<file path="src/rtl/scalar_alu_seq.sv">
// Issue/response sequencer around the combinational scalar ALU: registers operands
// into the ALU, captures its result a cycle later and resolves branches and next PC.
module scalar_alu_seq #(
  parameter int DATA_LEN        = 32,
  parameter int SCALAR_REG_LEN  = 64,
  parameter int REG_INDEX_WIDTH = 5
) (
  input  logic                       clk,
  input  logic                       rst_n,
  input  logic                       flush,

  input  logic                       in_valid,
  output logic                       in_ready,
  input  logic [3:0]                 in_alu_signal,
  input  logic [3:0]                 in_func_code,
  input  logic [SCALAR_REG_LEN-1:0]  in_rs1,
  input  logic [SCALAR_REG_LEN-1:0]  in_rs2,
  input  logic [SCALAR_REG_LEN-1:0]  in_imm,
  input  logic [DATA_LEN-1:0]        in_pc,
  input  logic [REG_INDEX_WIDTH-1:0] in_rd,
  input  logic                       in_is_branch,
  input  logic [1:0]                 in_branch_cond,

  output logic [SCALAR_REG_LEN-1:0]  alu_rs1,
  output logic [SCALAR_REG_LEN-1:0]  alu_rs2,
  output logic [SCALAR_REG_LEN-1:0]  alu_imm,
  output logic [DATA_LEN-1:0]        alu_pc,
  output logic [3:0]                 alu_signal,
  output logic [3:0]                 alu_func_code,
  input  logic [SCALAR_REG_LEN-1:0]  alu_result,
  input  logic [1:0]                 alu_sign_bits,

  output logic                       out_valid,
  input  logic                       out_ready,
  output logic [REG_INDEX_WIDTH-1:0] out_rd,
  output logic                       out_wb_en,
  output logic [SCALAR_REG_LEN-1:0]  out_wb_data,
  output logic                       out_branch_taken,
  output logic [DATA_LEN-1:0]        out_next_pc,
  output logic [1:0]                 out_sign_bits
);

  localparam logic [3:0] ALU_NOP = 4'h0;

  localparam logic [1:0] COND_EQ = 2'b00;
  localparam logic [1:0] COND_NE = 2'b01;
  localparam logic [1:0] COND_LT = 2'b10;
  localparam logic [1:0] COND_GE = 2'b11;

  typedef enum logic [1:0] {
    IDLE = 2'd0,
    EXEC = 2'd1,
    RESP = 2'd2
  } state_t;

  state_t state, state_next;

  logic                       accept;
  logic                       capture;
  logic [REG_INDEX_WIDTH-1:0] rd_q;
  logic                       is_branch_q;
  logic [1:0]                 cond_q;
  logic                       res_zero;
  logic                       res_neg;
  logic                       cond_met;
  logic                       taken;
  logic [DATA_LEN-1:0]        pc_offset;

  // State register
  always_ff @(posedge clk or negedge rst_n) begin
    if (!rst_n) begin
      state <= IDLE;
    end else begin
      state <= state_next;
    end
  end

  // Next state and handshake; flush overrides every other event
  always_comb begin
    state_next = state;
    in_ready   = 1'b0;
    out_valid  = 1'b0;
    case (state)
      IDLE: begin
        in_ready = ~flush;
        if (!flush && in_valid) begin
          state_next = EXEC;
        end
      end
      EXEC: begin
        state_next = flush ? IDLE : RESP;
      end
      RESP: begin
        out_valid = 1'b1;
        in_ready  = out_ready & ~flush;
        if (flush) begin
          state_next = IDLE;
        end else if (out_ready) begin
          state_next = in_valid ? EXEC : IDLE;
        end
      end
      default: begin
        state_next = IDLE;
      end
    endcase
  end

  assign accept  = in_valid & in_ready;
  assign capture = (state == EXEC) & ~flush;

  // ALU operand registers; the opcode falls back to NOP once the ALU has been sampled
  always_ff @(posedge clk or negedge rst_n) begin
    if (!rst_n) begin
      alu_rs1       <= '0;
      alu_rs2       <= '0;
      alu_imm       <= '0;
      alu_pc        <= '0;
      alu_signal    <= ALU_NOP;
      alu_func_code <= '0;
      rd_q          <= '0;
      is_branch_q   <= 1'b0;
      cond_q        <= COND_EQ;
    end else if (accept) begin
      alu_rs1       <= in_rs1;
      alu_rs2       <= in_rs2;
      alu_imm       <= in_imm;
      alu_pc        <= in_pc;
      alu_signal    <= in_alu_signal;
      alu_func_code <= in_func_code;
      rd_q          <= in_rd;
      is_branch_q   <= in_is_branch;
      cond_q        <= in_branch_cond;
    end else if (state == EXEC || flush) begin
      alu_signal    <= ALU_NOP;
    end
  end

  // Branch conditions come from the subtraction result itself, not the ALU sign bits
  always_comb begin
    res_zero = (alu_result == '0);
    res_neg  = alu_result[SCALAR_REG_LEN-1];
    cond_met = 1'b0;
    case (cond_q)
      COND_EQ: cond_met = res_zero;
      COND_NE: cond_met = ~res_zero;
      COND_LT: cond_met = res_neg;
      COND_GE: cond_met = ~res_neg;
      default: cond_met = 1'b0;
    endcase
    taken     = is_branch_q & cond_met;
    pc_offset = taken ? alu_imm[DATA_LEN-1:0] : DATA_LEN'(4);
  end

  // Response registers, held stable while waiting in RESP
  always_ff @(posedge clk or negedge rst_n) begin
    if (!rst_n) begin
      out_rd           <= '0;
      out_wb_en        <= 1'b0;
      out_wb_data      <= '0;
      out_branch_taken <= 1'b0;
      out_next_pc      <= '0;
      out_sign_bits    <= '0;
    end else if (capture) begin
      out_rd           <= rd_q;
      out_wb_en        <= ~is_branch_q & (rd_q != '0);
      out_wb_data      <= alu_result;
      out_branch_taken <= taken;
      out_next_pc      <= alu_pc + pc_offset;
      out_sign_bits    <= alu_sign_bits;
    end
  end

endmodule

</file>
<file path="config.mk">
export PLATFORM = sky130hd
export DESIGN_NAME = scalar_alu_seq
export DESIGN_NICKNAME = d
export VERILOG_FILES = /design/src/rtl/scalar_alu_seq.sv
export SDC_FILE = /design/constraint.sdc
export NUM_CORES = 1
export LEC_CHECK = 0
export ABC_AREA = 0
export BUFFER_PORTS_ARGS = -buffer_cell sky130_fd_sc_hd__buf_2
export CORE_AREA = 2 2 253 255
export DETAILED_ROUTE_END_ITERATION = 12
export DIE_AREA = 0 0 255 257
export PLACE_DENSITY = 0.55
export SYNTH_ARGS = -nofsm -noshare
export SYNTH_HDL_FRONTEND = slang
export SYNTH_SLANG_ARGS = --single-unit
</file>
<file path="constraint.sdc">
create_clock -name clk -period 4.09 [get_ports clk]
set_input_delay 0.818 -clock clk [delete_from_list [all_inputs] [get_ports clk]]
set_output_delay 0.818 -clock clk [all_outputs]
set_load 0.03 [all_outputs]
</file>
# After elaboration in Yosys (flattened, before gate mapping)

Cells that the tools add are included.

Output and inout port bits: 339
Register bits: 347
Bits of input ports: 311
Logic and storage cells: 54

Muxes and demuxes: 12
Bitwise gates (word level): 9
Equality and inequality tests: 7
Reductions and logical operators: 9
Add/subtract/negate cells: 1

Operators by type and width:

| operator                                                               | number |
|---|---|
| 64-bit zero test                                                       | 1 |
| 32-bit adder                                                           | 1 |
| 32-bit two-way mux                                                     | 1 |
| 2-bit two-way mux                                                      | 4 |
| 4-bit two-way mux                                                      | 2 |
| 2-bit equality test (second input constant)                            | 3 |
| 2-bit one-hot mux with 3 select lines                                  | 1 |
| 1-bit AND                                                              | 5 |
| 5-bit nonzero test                                                     | 1 |
| 2-bit by 1-bit equality test with 1-bit output (second input constant) | 2 |
| 2-bit zero test                                                        | 2 |
| 1-bit inverter                                                         | 4 |
| 1-bit one-hot mux with 4 select lines                                  | 1 |
| 3-bit != test (second input constant)                                  | 1 |
| 1-bit two-way mux                                                      | 2 |
| 2-bit != test (second input constant)                                  | 1 |
| 1-bit one-hot mux with 2 select lines                                  | 1 |
| 2-bit AND reduction                                                    | 1 |
| 2-bit nonzero test                                                     | 1 |
| 1-bit logical AND                                                      | 1 |
| 1-bit zero test                                                        | 1 |
| 1-bit logical OR                                                       | 1 |

# Depth between registers and ports, before layout

Gate-level depths: netlist (run 1).

Depth in word-level cells: 6
Depth in mapped cells: 19
Gate-level depth less buffers: 17

# Least setup slack after synthesis (run 1)

OpenSTA, ideal clock, no wires.

Path kind: input to register
Start: input alu_result[1]
End: register out_next_pc[30]
Slack: -462 ps
Arrival time: 4483 ps
Library setup time: 69 ps
Path buffers: 1
Stages: 15
Data required time: 4021 ps
Cell sequence: nor4_1 -> nand4_1 -> nor3_1 -> a21boi_0 -> xnor2_1 -> clkbuf_1 -> and3_1 -> ha_1 -> and4_1 -> a221o_1 -> or4_4 -> a2111oi_4 -> nor4_1 -> or4_1 -> nand3_1

Longest elaborated chain between the ends: 6

RTL lines:

| element                                 | RTL line | text |
|---|---|---|
| from (decl)                             | 30       | `input logic [SCALAR_REG_LEN-1:0] alu_result,` |
| 64-bit zero test *                      | 140      | `res_zero = (alu_result == '0);` |
| 1-bit inverter                          | 145      | `COND_NE: cond_met = ~res_zero;` |
| 1-bit one-hot mux with 4 select lines * | 143      | `case (cond_q)` |
| 1-bit AND *                             | 150      | `taken = is_branch_q & cond_met;` |
| 32-bit two-way mux *                    | 151      | `pc_offset = taken ? alu_imm[DATA_LEN-1:0] : DATA_LEN'(4);` |
| 32-bit adder *                          | 168      | `out_next_pc <= alu_pc + pc_offset;` |
| to (signal assigned)                    | 168      |  |
| to (decl)                               | 39       | `output logic [DATA_LEN-1:0] out_next_pc,` |

Mark *: on every way between the ends. The rest lies on a longest branch, timed or not.
A chain may end at the register's enable or synchronous reset.

# Worst setup path in the final report (run 1)

Start: input alu_result[2]
End: register out_next_pc[28]

The elaborated chain is that of the path after synthesis.

==> results of run 1 <==
## worst min path at each step
stage | start | to | slack, ps | cells past startpoint
floorplan | rd_q[2] | out_rd[2] | 450 | 2
global placement | out_sign_bits[0] | out_sign_bits[0] | 450 | 2
detailed placement | out_wb_data[41] | out_wb_data[41] | 460 | 2
CTS | rst_n | alu_imm[63] | 310 | 1
global route | rst_n | out_wb_data[1] | 360 | 1
finish | rst_n | out_wb_data[1] | 320 | 1
## power by group through the flow
stage / sequential, mW / clock [mW] / combinational (mW)
final: 4.71 / 3.97 / 4.94
after global routing: 4.82 / 4.24 / 5.28
after CTS: 4.72 / 4.11 / 4.93
after detailed placement: 4.76 / 0 / 4.90
after global placement: 4.74 / 0 / 4.85
after floorplan: 6.19 / 0 / 1.41
## critical path: stages
cell and delay, ps:
buf_4 130, nor4_4 260, buf_4 150, nand4_1 130
buf_6 170, nor3_4 160, a21boi_2 100, xnor2_2 180
buf_12 160, and3_4 200, ha_4 210, a21oi_2 110
o21bai_1 70, a221o_1 390, or4_4 500, a2111oi_4 250
buf_6 180, nor4_2 50, o31a_1 250, o31ai_1 200
## sequential cells by signal, summed over array words and instances (netlist names)
name	flops
alu_pc	32
out_wb_en	1
state	2
out_branch_taken	1
alu_imm	64
alu_rs2	64
out_next_pc	32
is_branch_q	1
out_wb_data	64
out_rd	5
alu_signal	4
alu_func_code	4
rd_q	5
alu_rs1	64
cond_q	2
out_sign_bits	2
## cell type report
class / instances / share of cell area
repair buffers: 787 / 0.203
clock buffers: 57 / 0.0558
flip-flops and latches: 347 / 0.398
clock inverters: 18 / 0.0115
diodes: 6 / 0.000687
inverters: 16 / 0.00275
well taps: 846 / 0.0485
multi-input cells: 821 / 0.280
## cells by family after synthesis
kind of cell             Yosys count  share of synthesized area
AND/OR/NAND/NOR                  403                      0.120
multiplexers                     236                      0.179
XOR/XNOR                          24                     0.0142
adder cells (fa/ha/maj)           32                     0.0275
AO/OA/AOI/OAI                    126                     0.0549
buffers and inverters             73                     0.0185
flip-flops                       347                      0.586
## repair_timing
item | in CTS | in global routing
buffers inserted | 0 | 1
gates resized for setup | 14 | 23
pin swaps | 0 | 8
endpoints found under the setup margin | 21 | 21
## stage by stage
stage | area [um2] | setup WS, ps | cells | setup TNS, ps | util
after detailed placement | 20200 | -997 | 2816 | -18300 | 0.322
after CTS | 21700 | -149 | 2891 | -430 | 0.346
after floorplan | 14900 | -146 | 1241 | -373 | -
after global placement | 20200 | -973 | 2816 | -17090 | 0.322
after global routing | 21800 | -293 | 2898 | -2560 | 0.348
final | 21800 | -122 | 2898 | -302 | 0.348
## cell usage after synthesis, types with 2 or more instances
library cell / number
ha_1: 31
xnor2_1: 12
o21bai_1: 4
nand3_1: 8
nand4_1: 7
o31ai_1: 13
and2_1: 2
or4_1: 2
clkbuf_1: 53
a31o_2: 2
a21o_1: 12
o21a_1: 4
nor2_1: 18
a31oi_1: 8
o21ai_0: 41
inv_1: 16
o2111ai_1: 2
or2_2: 3
a211oi_1: 5
nand2b_1: 6
nor3_1: 11
and4_1: 3
buf_1: 4
nor4_1: 18
a21boi_0: 2
nor2b_1: 6
a21oi_1: 23
xor2_1: 12
nand2_1: 278
mux2_2: 235
dfrtp_1: 347
and3_1: 34
## per-layer routing
metal,wire length (um),GRT usage,vias up
met5,66,0,-
met2,26500,0.274,458
met4,2100,0.0682,10
met3,3800,0.0465,126
li1,-,-,5885
met1,21200,0.184,6127
==> results.txt, run 1 <==
status -> complete, but fails checks
failing checks -> setup timing
Area contributors post-synth -> dfrtp_1 59%, mux2_2 18%, nand2_1 7.0%
critical path required time -> 4550 ps
Die Ht -> 257 um
Cells after Synth -> 1241
RSZ-0062 raised after global routing -> yes
Pint -> 8.43 mW
Overflow after GRT -> 0
Peak supply drop -> 0.348 mV
total wire length -> 53700 um
gp weighted congestion -> 0.930
Final Total Pwr -> 13.6 mW
core area -> 0.0627 mm2
Clk pwr share -> 0.292
worst rel slew slack -> 0.387
drt drc -> 0
multi-input logic area -> 0.00612 mm2
Max Clock Skew -> 11.9 ps
WL per Instance -> 18.5 um
r2r startpoint -> cond_q[1]
total CTS buffers -> 43
average cell area after synthesis -> 11.9 um2
asr flop ratio synth -> 1.00
Max Fclk -> 0.237 GHz
maximum root-to-sink buffer count -> 3
DR vias/cell -> 4.35
Hold-fix buffers, CTS -> 0
flop-to-flop setup slack -> 250 ps
Setup CP Type -> input pin to register
Netlist cell types -> 51
Hold Slack -> 323 ps
commonest cells after routing, fill and taps aside -> 646 x buf_2, 347 x dfrtp_1, 277 x nand2_1
period utilization -> 1.03
port bufs -> 649
Clk Latency, worst-skew pair -> 560 ps
pin count of the biggest net entering global routing -> 97
Slew Limit Fails -> 0
CTS sink cnt -> 347
Die Wd -> 255 um
combinational power share -> 0.363
Reg area -> 0.00868 mm2
R2R depth -> 17
fillers -> 6352
CP startpoint -> alu_result[2]
gr usage total -> 0.160
DR iter-0 viols -> 570
Hold Path Class -> input pin to async pin
synthesis-stage register bit count -> 347
initial antenna violation count -> 15
Switching Fraction -> 0.381
critical path arrival -> 4670 ps
number of nets still failing antenna checks after routing -> 0
number of global-route vias before repair -> 13300
Max-cap violations -> 0
fin nets -> 2359
H-tree depth -> 2
Root Driver -> clkbuf_16
die area -> 0.0655 mm2
Post-synth EDFFs -> 0
Reg power frac -> 0.346
register area share after synthesis -> 0.586
crit path to -> out_next_pc[28]
minimum clock period -> 4210 ps
Syn. warnings -> 0
drt pass-1 iters -> 5
layout cell share with drive strength beyond 1 -> 0.556
FF-to-FF End -> out_next_pc[28]
# IOs -> 650
pwr/cell area -> 624 mW/mm2
Starting Density -> 0.236
Crit Path Max Fanout -> 10
Pleak -> 11.0 nW
first-pass GRT wire length -> 79900 um
switching pwr -> 5.19 mW
Clk pin slew, worst setup/hold paths -> 60 ps
final hold vios -> 0
Vias -> 12600
setup ws final -> -122 ps
measured slew at the worst slew-check pin -> 918 ps
Area Growth Syn to Fin -> 47.4%
Post-Syn Nets -> 1584
Post-Syn Area -> 0.0148 mm2
CTS tree -> done
commonest non-fill, non-tap cell in the layout -> buf_2
Synth top area share -> 0.586
Startpoint Class -> input pin
Site Rows -> 92
final setup fails -> 4
DP HPWL -> 41800 um
crit path capture type -> register
Main synth FF type -> dfrtp_1
Yosys top cell by area -> dfrtp_1
(Power assumes the default switching activity.)
==> run 2: changes to the inputs <==
Settings changed: CORE_AREA 2 2 253 255 to 2 2 254 256, DIE_AREA 0 0 255 257 to 0 0 256 258, GPL_ROUTABILITY_DRIVEN set to 0, PLACE_DENSITY 0.55 to 0.53, TNS_END_PERCENT set to 30.
Clock period 4.09 ns to 4.28 ns, I/O delays scaled along.
==> results.txt, run 2 (synthesis results as in run 1) <==
# IOs -> 650
CTS sink cnt -> 347
period utilization -> 1.01
Slew Limit Fails -> 0
Max-cap violations -> 0
RSZ-0062 raised after global routing -> yes
R2R depth -> 18
final setup fails -> 1
first-pass GRT wire length -> 79700 um
status -> complete, but fails checks
critical path arrival -> 4810 ps
Pleak -> 10.9 nW
top layer in use -> met5
Post-Place Cells -> 2826
Hold Slack -> 357 ps
initial antenna violation count -> 9
measured slew at the worst slew-check pin -> 876 ps
crit path capture type -> register
fillers -> 6490
total CTS buffers -> 40
Setup CP Type -> input pin to register
flop-to-flop setup slack -> 370 ps
Die Wd -> 256 um
number of nets still failing antenna checks after routing -> 0
Hold-fix buffers, CTS -> 0
total wire length -> 52200 um
DR vias/cell -> 4.35
WL per Instance -> 18.0 um
number of global-route vias before repair -> 13500
worst rel slew slack -> 0.415
Area Growth Syn to Fin -> 46.3%
layout cell share with drive strength beyond 1 -> 0.556
core area -> 0.0636 mm2
Overflow after GRT -> 0
fin nets -> 2358
Max Clock Skew -> 17.2 ps
wire length on met2 -> 25800 um
commonest non-fill, non-tap cell in the layout -> buf_2
Clk Latency, worst-skew pair -> 550 ps
setup ws final -> -46.7 ps
commonest cells after routing, fill and taps aside -> 648 x buf_2, 347 x dfrtp_1, 277 x nand2_1
port bufs -> 649
Clk pin slew, worst setup/hold paths -> 60 ps
pwr/cell area -> 585 mW/mm2
DP HPWL -> 40200 um
Root Driver -> clkbuf_16
drt pass-1 iters -> 4
critical path required time -> 4760 ps
minimum clock period -> 4330 ps
met3 WL -> 3690 um
drt drc -> 0
H-tree depth -> 2
Peak supply drop -> 0.338 mV
gr usage total -> 0.153
Hold Path Class -> input pin to async pin
Die Ht -> 258 um
M1 WL -> 21000 um
pin count of the biggest net entering global routing -> 92
Site Rows -> 93
Max Fclk -> 0.231 GHz
final std cells w/o fill -> 2903
Crit Path Max Fanout -> 11
failing checks -> setup timing
final hold vios -> 0
Starting Density -> 0.233
die area -> 0.0660 mm2
Vias -> 12600
CTS tree -> done
DR iter-0 viols -> 488
Startpoint Class -> input pin
maximum root-to-sink buffer count -> 3
-- run 2: layer usage --
layer  vias up  GRT usage
li1       5865          -
met1      6214      0.182
met2       463      0.263
met3        88     0.0450
met4        10     0.0569
met5         -          0
-- run 2: final timing paths --
kind                                  from         endpoint
min in group clk           out_wb_data[53]  out_wb_data[53]
hold / removal                       rst_n   out_wb_data[4]
max in group asynchronous            rst_n       alu_pc[29]
setup reg to reg                 cond_q[1]  out_next_pc[30]
hold reg to reg            out_wb_data[53]  out_wb_data[53]
setup / recovery             alu_result[1]  out_next_pc[30]
-- run 2: report_power, final --
part	internal [mW]	leakage [nW]	total (mW)	switching, mW
registers	4.02	4.17	4.51	0.497
logic	1.71	6.09	4.68	2.97
clock network	2.06	0.657	3.49	1.43
-- run 2: worst max-delay path, cell delays in order --
cell and delay [ps]:
buf_2 120, nor4_4 270, nand4_1 280, nor3_4 350, a21boi_2 110, xnor2_2 220
buf_12 160, buf_4 130, and3_1 200, ha_4 210, a21o_1 170, a21oi_2 150
nor2b_2 60, or4_4 490, a2111oi_4 190, buf_4 190, nor4_2 50, or4_1 500
nand3_1 80
-- run 2: per-stage QoR --
step                TNS [ps]  cell area [um2]  utilization  worst slack, ps  power [mW]
floorplan              -4.27            14900            -            -4.27        7.26
detailed placement    -13340            20200        0.317             -790        9.21
finish                 -46.7            21700        0.341            -46.7        12.7
global route           -1510            21700        0.341             -203        13.4
CTS                    -24.6            21500        0.339            -24.6        12.8
global placement      -11780            20200        0.317             -745        9.15
-- run 2: repair_timing --
action                                  in CTS  in global routing
gates resized for setup                      5                 23
setup buffers                                1                  1
pin swaps                                    6                  5
endpoints found under the setup margin       6                 16
-- run 2: area by class of cell --
class / count / area, um2 / area share
Clock buffer: 53 / 1140 / 0.0526
Antenna cell: 3 / 7.51 / 0.000346
Sequential cell: 347 / 8680 / 0.400
Clock inverter: 19 / 189 / 0.00871
Timing Repair Buffer: 789 / 4440 / 0.205
Tap cell: 855 / 1070 / 0.0493
Inverter: 16 / 60.1 / 0.00277
Multi-Input combinational cell: 821 / 6090 / 0.281
